`src/rtl/fp_operand_issue_if.sv`:
```
// Operand-issue bus: request side (in_*) and issued-operation side (out_*).
//
// Handshake rule for both sides: a transfer happens on a rising clk edge
// where valid & ready are both 1. A source that raises valid keeps the
// payload stable and valid asserted until that transfer. Ready may change
// freely and never depends combinationally on valid.
interface fp_operand_issue_if #(
    parameter int DEPTH = 4
);
    logic                         in_valid;
    logic                         in_ready;
    logic                         in_op;
    logic [31:0]                  in_a;
    logic [31:0]                  in_b;
    logic                         out_valid;
    logic                         out_ready;
    logic                         out_op;
    logic [31:0]                  out_a;
    logic [31:0]                  out_b;
    logic                         out_special;
    logic [31:0]                  out_special_res;
    logic [$clog2(DEPTH+1)-1:0]   count;

    // Producer of requests / consumer of issued operations.
    modport master (
        output in_valid, in_op, in_a, in_b, out_ready,
        input  in_ready, out_valid, out_op, out_a, out_b,
               out_special, out_special_res, count
    );

    // The issue stage itself.
    modport slave (
        input  in_valid, in_op, in_a, in_b, out_ready,
        output in_ready, out_valid, out_op, out_a, out_b,
               out_special, out_special_res, count
    );
endinterface

```
`src/rtl/fp_operand_issue.sv`:
```
// Issue stage in front of the single-precision add/mul units.
// Buffers operand pairs in a FIFO. At pop it orders add operands so that
// |A| >= |B| and resolves zero/denormal/Inf/NaN cases into a ready-made
// result. The outcome lands in a registered output stage.
module fp_operand_issue #(
    parameter int DEPTH = 4
) (
    input  logic                clk,
    input  logic                rst,
    fp_operand_issue_if.slave   bus
);
    localparam int PW = $clog2(DEPTH);
    localparam int CW = $clog2(DEPTH + 1);
    localparam logic [31:0] QNAN = 32'h7FC0_0000;

    typedef struct packed {
        logic        op;
        logic [31:0] a;
        logic [31:0] b;
    } entry_t;

    entry_t          mem [DEPTH];
    logic [PW-1:0]   wr_ptr;
    logic [PW-1:0]   rd_ptr;
    logic [CW-1:0]   occupancy;

    logic            push;
    logic            pop;
    entry_t          head;

    logic            valid_q;
    logic            op_q;
    logic [31:0]     a_q;
    logic [31:0]     b_q;
    logic            special_q;
    logic [31:0]     res_q;

    // Only full blocks a push; a same-cycle pop does not free the slot early.
    assign bus.in_ready = (occupancy < CW'(DEPTH));
    assign push         = bus.in_valid & bus.in_ready;
    assign pop          = (occupancy != '0) & (~valid_q | bus.out_ready);
    assign head         = mem[rd_ptr];

    assign bus.count           = occupancy;
    assign bus.out_valid       = valid_q;
    assign bus.out_op          = op_q;
    assign bus.out_a           = a_q;
    assign bus.out_b           = b_q;
    assign bus.out_special     = special_q;
    assign bus.out_special_res = res_q;

    // Ordering, classification and special-case resolution of the FIFO head.
    logic        swap;
    logic [31:0] nxt_a;
    logic [31:0] nxt_b;
    logic        a_zero, a_inf, a_nan;
    logic        b_zero, b_inf, b_nan;
    logic        nxt_special;
    logic [31:0] nxt_res;
    logic        prod_sign;

    always_comb begin
        swap   = ~head.op & (head.b[30:0] > head.a[30:0]);
        nxt_a  = swap ? head.b : head.a;
        nxt_b  = swap ? head.a : head.b;

        // Denormals count as zero; the sign bit is kept as-is.
        a_zero = (nxt_a[30:23] == 8'd0);
        a_inf  = (nxt_a[30:23] == 8'hFF) & (nxt_a[22:0] == 23'd0);
        a_nan  = (nxt_a[30:23] == 8'hFF) & (nxt_a[22:0] != 23'd0);
        b_zero = (nxt_b[30:23] == 8'd0);
        b_inf  = (nxt_b[30:23] == 8'hFF) & (nxt_b[22:0] == 23'd0);
        b_nan  = (nxt_b[30:23] == 8'hFF) & (nxt_b[22:0] != 23'd0);

        prod_sign   = nxt_a[31] ^ nxt_b[31];
        nxt_special = 1'b1;
        nxt_res     = 32'd0;

        if (!head.op) begin
            if (a_nan | b_nan | (a_inf & b_inf & (nxt_a[31] != nxt_b[31]))) begin
                nxt_res = QNAN;
            end else if (a_inf) begin
                nxt_res = nxt_a;
            end else if (b_inf) begin
                nxt_res = nxt_b;
            end else if (a_zero & b_zero) begin
                nxt_res = {nxt_a[31] & nxt_b[31], 31'd0};
            end else if (a_zero) begin
                nxt_res = nxt_b;
            end else if (b_zero) begin
                nxt_res = nxt_a;
            end else begin
                nxt_special = 1'b0;
            end
        end else begin
            if (a_nan | b_nan | (a_zero & b_inf) | (a_inf & b_zero)) begin
                nxt_res = QNAN;
            end else if (a_inf | b_inf) begin
                nxt_res = {prod_sign, 8'hFF, 23'd0};
            end else if (a_zero | b_zero) begin
                nxt_res = {prod_sign, 31'd0};
            end else begin
                nxt_special = 1'b0;
            end
        end
    end

    // FIFO storage write; contents need no reset because pointers define validity.
    always_ff @(posedge clk) begin
        if (!rst && push) begin
            mem[wr_ptr] <= '{op: bus.in_op, a: bus.in_a, b: bus.in_b};
        end
    end

    // FIFO pointers and occupancy; pointers wrap naturally at DEPTH.
    always_ff @(posedge clk) begin
        if (rst) begin
            wr_ptr    <= '0;
            rd_ptr    <= '0;
            occupancy <= '0;
        end else begin
            if (push) wr_ptr <= wr_ptr + PW'(1);
            if (pop)  rd_ptr <= rd_ptr + PW'(1);
            case ({push, pop})
                2'b10:   occupancy <= occupancy + CW'(1);
                2'b01:   occupancy <= occupancy - CW'(1);
                default: occupancy <= occupancy;
            endcase
        end
    end

    // Output register: load on pop, hold while stalled, drop valid once consumed.
    always_ff @(posedge clk) begin
        if (rst) begin
            valid_q   <= 1'b0;
            op_q      <= 1'b0;
            a_q       <= 32'd0;
            b_q       <= 32'd0;
            special_q <= 1'b0;
            res_q     <= 32'd0;
        end else if (pop) begin
            valid_q   <= 1'b1;
            op_q      <= head.op;
            a_q       <= nxt_a;
            b_q       <= nxt_b;
            special_q <= nxt_special;
            res_q     <= nxt_res;
        end else if (bus.out_ready) begin
            valid_q   <= 1'b0;
        end
    end
endmodule

```
`src/flat_wrapper.sv`:
```
// flat-port wrapper written by rule: the top's interface ports become plain ports
module fp_operand_issue_flat 
#(
    parameter int DEPTH = 4
)
  (clk, rst, bus_in_valid, bus_in_op, bus_in_a, bus_in_b, bus_out_ready, bus_in_ready, bus_out_valid, bus_out_op, bus_out_a, bus_out_b, bus_out_special, bus_out_special_res, bus_count);
  fp_operand_issue_if #(.DEPTH(DEPTH)) bus_i ();
  input  logic clk;
  input  logic rst;
  input wire logic [$bits(bus_i.in_valid)-1:0] bus_in_valid;
  input wire logic [$bits(bus_i.in_op)-1:0] bus_in_op;
  input wire logic [$bits(bus_i.in_a)-1:0] bus_in_a;
  input wire logic [$bits(bus_i.in_b)-1:0] bus_in_b;
  input wire logic [$bits(bus_i.out_ready)-1:0] bus_out_ready;
  output wire logic [$bits(bus_i.in_ready)-1:0] bus_in_ready;
  output wire logic [$bits(bus_i.out_valid)-1:0] bus_out_valid;
  output wire logic [$bits(bus_i.out_op)-1:0] bus_out_op;
  output wire logic [$bits(bus_i.out_a)-1:0] bus_out_a;
  output wire logic [$bits(bus_i.out_b)-1:0] bus_out_b;
  output wire logic [$bits(bus_i.out_special)-1:0] bus_out_special;
  output wire logic [$bits(bus_i.out_special_res)-1:0] bus_out_special_res;
  output wire logic [$bits(bus_i.count)-1:0] bus_count;
  assign bus_i.in_valid = bus_in_valid;
  assign bus_i.in_op = bus_in_op;
  assign bus_i.in_a = bus_in_a;
  assign bus_i.in_b = bus_in_b;
  assign bus_i.out_ready = bus_out_ready;
  assign bus_in_ready = bus_i.in_ready;
  assign bus_out_valid = bus_i.out_valid;
  assign bus_out_op = bus_i.out_op;
  assign bus_out_a = bus_i.out_a;
  assign bus_out_b = bus_i.out_b;
  assign bus_out_special = bus_i.out_special;
  assign bus_out_special_res = bus_i.out_special_res;
  assign bus_count = bus_i.count;
  fp_operand_issue #(.DEPTH(DEPTH)) u_core (.clk(clk), .rst(rst), .bus(bus_i));
endmodule
```
`config.mk`:
```
export PLATFORM = sky130hd
export DESIGN_NAME = fp_operand_issue_flat
export DESIGN_NICKNAME = d
export VERILOG_FILES = /design/src/rtl/fp_operand_issue_if.sv /design/src/rtl/fp_operand_issue.sv /design/src/flat_wrapper.sv
export SDC_FILE = /design/constraint.sdc
export NUM_CORES = 1
export LEC_CHECK = 0
export CORE_ASPECT_RATIO = 0.5
export CORE_UTILIZATION = 50
export CTS_CLUSTER_DIAMETER = 120
export DETAILED_ROUTE_END_ITERATION = 16
export PLACE_DENSITY = 0.8
export SYNTH_ARGS = -nofsm -noshare
export SYNTH_HDL_FRONTEND = slang
export SYNTH_SLANG_ARGS = --single-unit
```
`constraint.sdc`:
```
create_clock -name clk -period 16 [get_ports clk]
set_input_delay 3.2 -clock clk [delete_from_list [all_inputs] [get_ports clk]]
set_output_delay 3.2 -clock clk [all_outputs]
set_load 0.1 [all_outputs]
```
* After elaboration in Yosys (flattened, before gate mapping) *
Memories as Yosys holds them, arrays and structs flattened. A register that Yosys moved wholly into a read port is not among the register bits.
Index checks and enable logic that the tools add are counted.

cells by class
  add/subtract/negate cells = 4
  multipliers = 0
  div/mod/pow operators = 0
  order comparisons = 2
  equality and inequality tests = 5
  shift-type cells = 0
  mux-type cells = 29
  bitwise gates (word level) = 23
  reduce and logical (&&, ||, !) cells = 11

operators by type and width
  kind                 count
  $mux 32              12
  $logic_not 23->1     2
  $reduce_bool 23->1   2
  $gt 31x31->1         1
  $eq 8x8->1 const B   2
  $logic_not 8->1      2
  $mux 1               14
  $and 1x1->1          13
  $or 1x1->1           7
  $pmux 3 s2           1
  $add 2x1->2 const B  2
  $mux 2               2
  $reduce_bool 2->1    2
  $add 3x1->3 const B  1
  $lt 3x3->1 const B   1
  $reduce_bool 3->1    1
  $sub 3x1->3 const B  1
  $eq 2x1->1 const B   1
  $eq 2x2->1 const B   1
  $not 1->1            2
  $logic_and 1x1->1    1
  $logic_not 1->1      1
  $ne 1x1->1           1
  $xor 1x1->1          1

storage, ports and cells
  flip-flop bits (word level) = 106
  bits in latches = 0
  bits in writable memories = 260
  memory bits (read-only) = 0
  bits of input ports = 69
  output and inout bits = 103
  word-level logic and storage cells = 84
  memories kept = 1

memory list
  name        depth  bits a word  rd ports  clocked after Yosys merged registers in  wr ports  RTL line                RTL
  u_core.mem  4      65           1         1                                        1         fp_operand_issue.sv:22  entry_t mem [DEPTH];

* Logic depth before layout (Yosys ltp) *
  depth in word-level cells = 11
  gate-level depth with buffers = 20
  gate-level depth less buffers = 15

* Worst setup path after synthesis *
No wires, ideal clock.

  kind = input-to-reg
  start = input port rst
  end = memory u_core.mem[0][0] (netlist bit) (enable)
  library setup time = 0.430 ns
  arrival time = 5.306 ns
  path slack = 10.264 ns
  cell stages on the path = 4
  cell sequence = clkbuf_1 > buf_1 > nor2_1 > and2_1

on the way
  word-level cells in the longest chain between the ends = 4

ends and longest elaborated chain
  element                       RTL line                 RTL
  from (decl)                   flat_wrapper.sv:9        input logic rst;
  $logic_not 1->1               fp_operand_issue.sv:110  if (!rst && push) begin
  $logic_and 1x1->1             fp_operand_issue.sv:110
  $mux 1                        fp_operand_issue.sv:110
  $mux 1 (implied by the code)  fp_operand_issue.sv:111  mem[wr_ptr] <= '{op: bus.in_op, a: bus.in_a, b: bus.in_b};
  to (decl)                     fp_operand_issue.sv:22

No other way between the ends.

==> qor.yml <==
timing.final.crit_share_pct: 46.2
yosys_warnings: 0
wl_per_cell_um: 25.5
critical_path_cell_count: 15
htree_num_levels: 2
synth_ff_type: "edfxtp_1"
overflow: 0
drcViolationCount: 0
clock_latency_ps: 550
hold_violations: 0
row_count: 45
yosysTopAreaCellShare_pct: 48.8
setup_viol: 0
critPathBufInv: 1
syn_nets: 1310
max_stage_delay_ps: 1050
path_clk_slew_ps: 60
layout.nets: 1449
layout-drive-gt1-share_pct: 11.1
avgViaCountPerCell: 6.42
power_density_nw_per_um2: 223
grt_max_degree: 113
fp.dieW_um: 255
critPathLaunchType: "flip-flop"
die_area_um2: 32800
worstPathRequired_ps: 16470
grt_use_total_pct: 28.0
n_fill_cell: 2224
yosysTopAreaCell: "edfxtp_1"
tns_ps: 0
grt_pass1_vias: 11000
ant_nets: 0
vias: 11500
worstPathMaxFanout: 112
initial_utilization_pct: 51.8
hp-class: "reg2reg"
dp.cells: 1729
rrSetupSlack_ps: 8610
synth_edf_count: 260
p_leak_nw: 6.49
cts_buffers: 34
dr.pass1.iters: 8
peakVddDrop_uv: 178
ys_types: 61
r2r_end: "u_core.bus.out_special_res[4]"
slowest_stage: "and2_4"
totalWireLength_um: 45500
ys_ff_latch: 368
critical_path.top_delay_family: "simple AND/OR/NAND/NOR gates"
cts_root_buf: "clkbuf_16"
critPathKind: "reg2reg"
port_buffers: 171
yosysSeqAreaShare_pct: 62.3
maxCapViolCount: 0
synthCells: 1203
finalMaxSlewViolations: 0
fin_total_pwr_mw: 4.24
synth_area_um2: 16000
gp_congestion: 0.890
final-instance-count-excl-fill: 1787
hpwl_um: 28900
tritoncts: "yes"
synth.area.top_cells: "edfxtp_1 49%, dfxtp_1 14%, mux4_2 9.1%, a311oi_1 4.6%, nand2_1 3.8%"
grt_pass1_wl_um: 68200
slew_headroom_pct: 22.6
synth.avg_cell_area_um2: 13.3
syn2layout_area_growth_pct: 18.8
die_height_um: 129
post-cts-setup-buffers: 0
fmax_mhz: 135
crit_end: "u_core.bus.out_special_res[4]"
rsz0062_at_grt: "false"
ctsHoldBuffers: 0
antenna_cells: 0
cts.sinks: 368
worst_setup_path_end_kind: "flip-flop"
antenna_found_initial: 0
core_um2: 30900
dr.first_iter.drc_count: 1427
critPathArrivalTime_ps: 7860
ioPinCount: 172
cts_resized: 0
cp_common_cell: "ha_1"
reg2reg_depth: 15
postSynth.asyncResetShare_pct: 0
skew_ps: 26.8
crit_chain: "buf_4 -> mux4_2 -> ha_1 -> a211oi_1 -> nor2_1 -> o31a_1 -> o41ai_1 -> and2_4 -> mux2_2 -> ha_1 -> a211o_1 -> a21oi_1 -> nand2_1 -> nor3_1 -> a22o_1"
status: "completed"
fin_crit_ps: 7390
cts_buffer_depth: 3
worst_pin_slew_ps: 1160
## per-stage QoR
| step | utilization [%] | instance area, um^2 | hold WS [ps] | worst slack [ps] |
|---|---|---|---|---|
| detailed placement | 58.2 | 18000 | 472 | 8680 |
| finish | 61.5 | 19000 | 485 | 8610 |
| global placement | 58.2 | 18000 | 455 | 8940 |
| CTS | 61.5 | 19000 | 485 | 8640 |
| floorplan | - | 16000 | 485 | 10260 |
| global route | 61.5 | 19000 | 506 | 8150 |
## layout by cell type (no fill, tap or decap), drive strengths merged, types with 5 or more instances in the layout
cell type	count
a311o	8
and2	8
inv	43
nor2	88
and3	10
nor3	34
mux4	65
a21oi	22
nand3	50
nand2	161
a311oi	84
ha	37
clkbuf	42
edfxtp	260
a21o	5
dfxtp	108
clkinv	13
nand4	10
a221o	17
buf	16
a211oi	24
a22o	23
o21ai	6
clkdlybuf4s50	170
nor4	17
## cell families (layout without fill, tap and decap cells)
group,Yosys count,count (layout),share of synthesized area (%)
xor gates and xnor gates,5,5,0.274
muxes,69,69,9.42
DFF,368,368,62.3
buffers and inverters,125,286,3.32
AOI/OAI and AO/OA,209,209,10.8
adders and majority gates,38,38,3.02
and+or+nand+nor,389,389,10.9
## synth_stat cells, types with 12 or more instances
library cell  instances
nand2_1             160
nor3_1               34
nor4_1               15
a221o_1              17
clkbuf_1             47
ha_1                 37
mux4_2               65
nand3_1              50
a211oi_1             24
a21oi_1              22
buf_1                12
edfxtp_1            260
a22o_1               23
buf_2                17
dfxtp_1             108
nor2_1               87
inv_1                41
a311oi_1             84
## worst min-delay path, delay by kind of cell, from the launching register on
kind,cells,cell delay [ps]
flops,1,320
simple gates,1,60
compound gates,1,50
## worst min path at each step
| stage | from | to | slack [ps] | depth (start not counted) |
|---|---|---|---|---|
| 2_1_floorplan | u_core.rd_ptr[1] | flip-flop | 480 | 2 |
| 3_3_place_gp | u_core.bus.out_op | u_core.bus.out_op | 460 | 2 |
| 3_5_place_dp | u_core.bus.out_special_res[9] | u_core.bus.out_special_res[9] | 470 | 1 |
| 4_1_cts | u_core.bus.out_op | u_core.bus.out_op | 480 | 2 |
| 5_1_grt | u_core.bus.out_op | u_core.bus.out_op | 510 | 2 |
| 6_report | u_core.bus.out_op | u_core.bus.out_op | 480 | 2 |
## routing by layer
metal / global-route usage, % / routed length (um) / up-vias
met1: 40.7 / 19200 / 5722
met2: 42.8 / 20700 / 712
met4: 6.97 / 814 / 0
met5: 0 / 0 / -
li1: - / - / 4971
met3: 6.43 / 4860 / 74
## layout make-up
class,instances,area (um^2),share of cell area [%]
multi-input combinational,710,5520,29.0
clock inverter,16,131,0.691
timing repair buffer,186,1820,9.56
clock buffer,42,891,4.68
sequential,368,9970,52.4
inverter,42,159,0.835
tap,423,529,2.78
## sequential cells by signal, summed over array words and instances (netlist names), named ones only
| register | flops |
|---|---|
| u_core.bus.out_special_res | 32 |
| u_core.bus.count | 3 |
| u_core.bus.out_valid | 1 |
| u_core.bus.out_a | 32 |
| u_core.wr_ptr | 2 |
| u_core.mem | 260 |
| u_core.bus.out_op | 1 |
| u_core.bus.out_special | 1 |
| u_core.bus.out_b | 32 |
| u_core.rd_ptr | 2 |
## power breakdown
part,internal [mW],switching [mW],leakage (nW)
clock,0.416,0.359,0.499
sequential,1.16,0.0871,3.25
combinational,0.610,1.60,2.74
total,2.19,2.05,6.49
No activity file was read; power rests on OpenSTA's default activity.
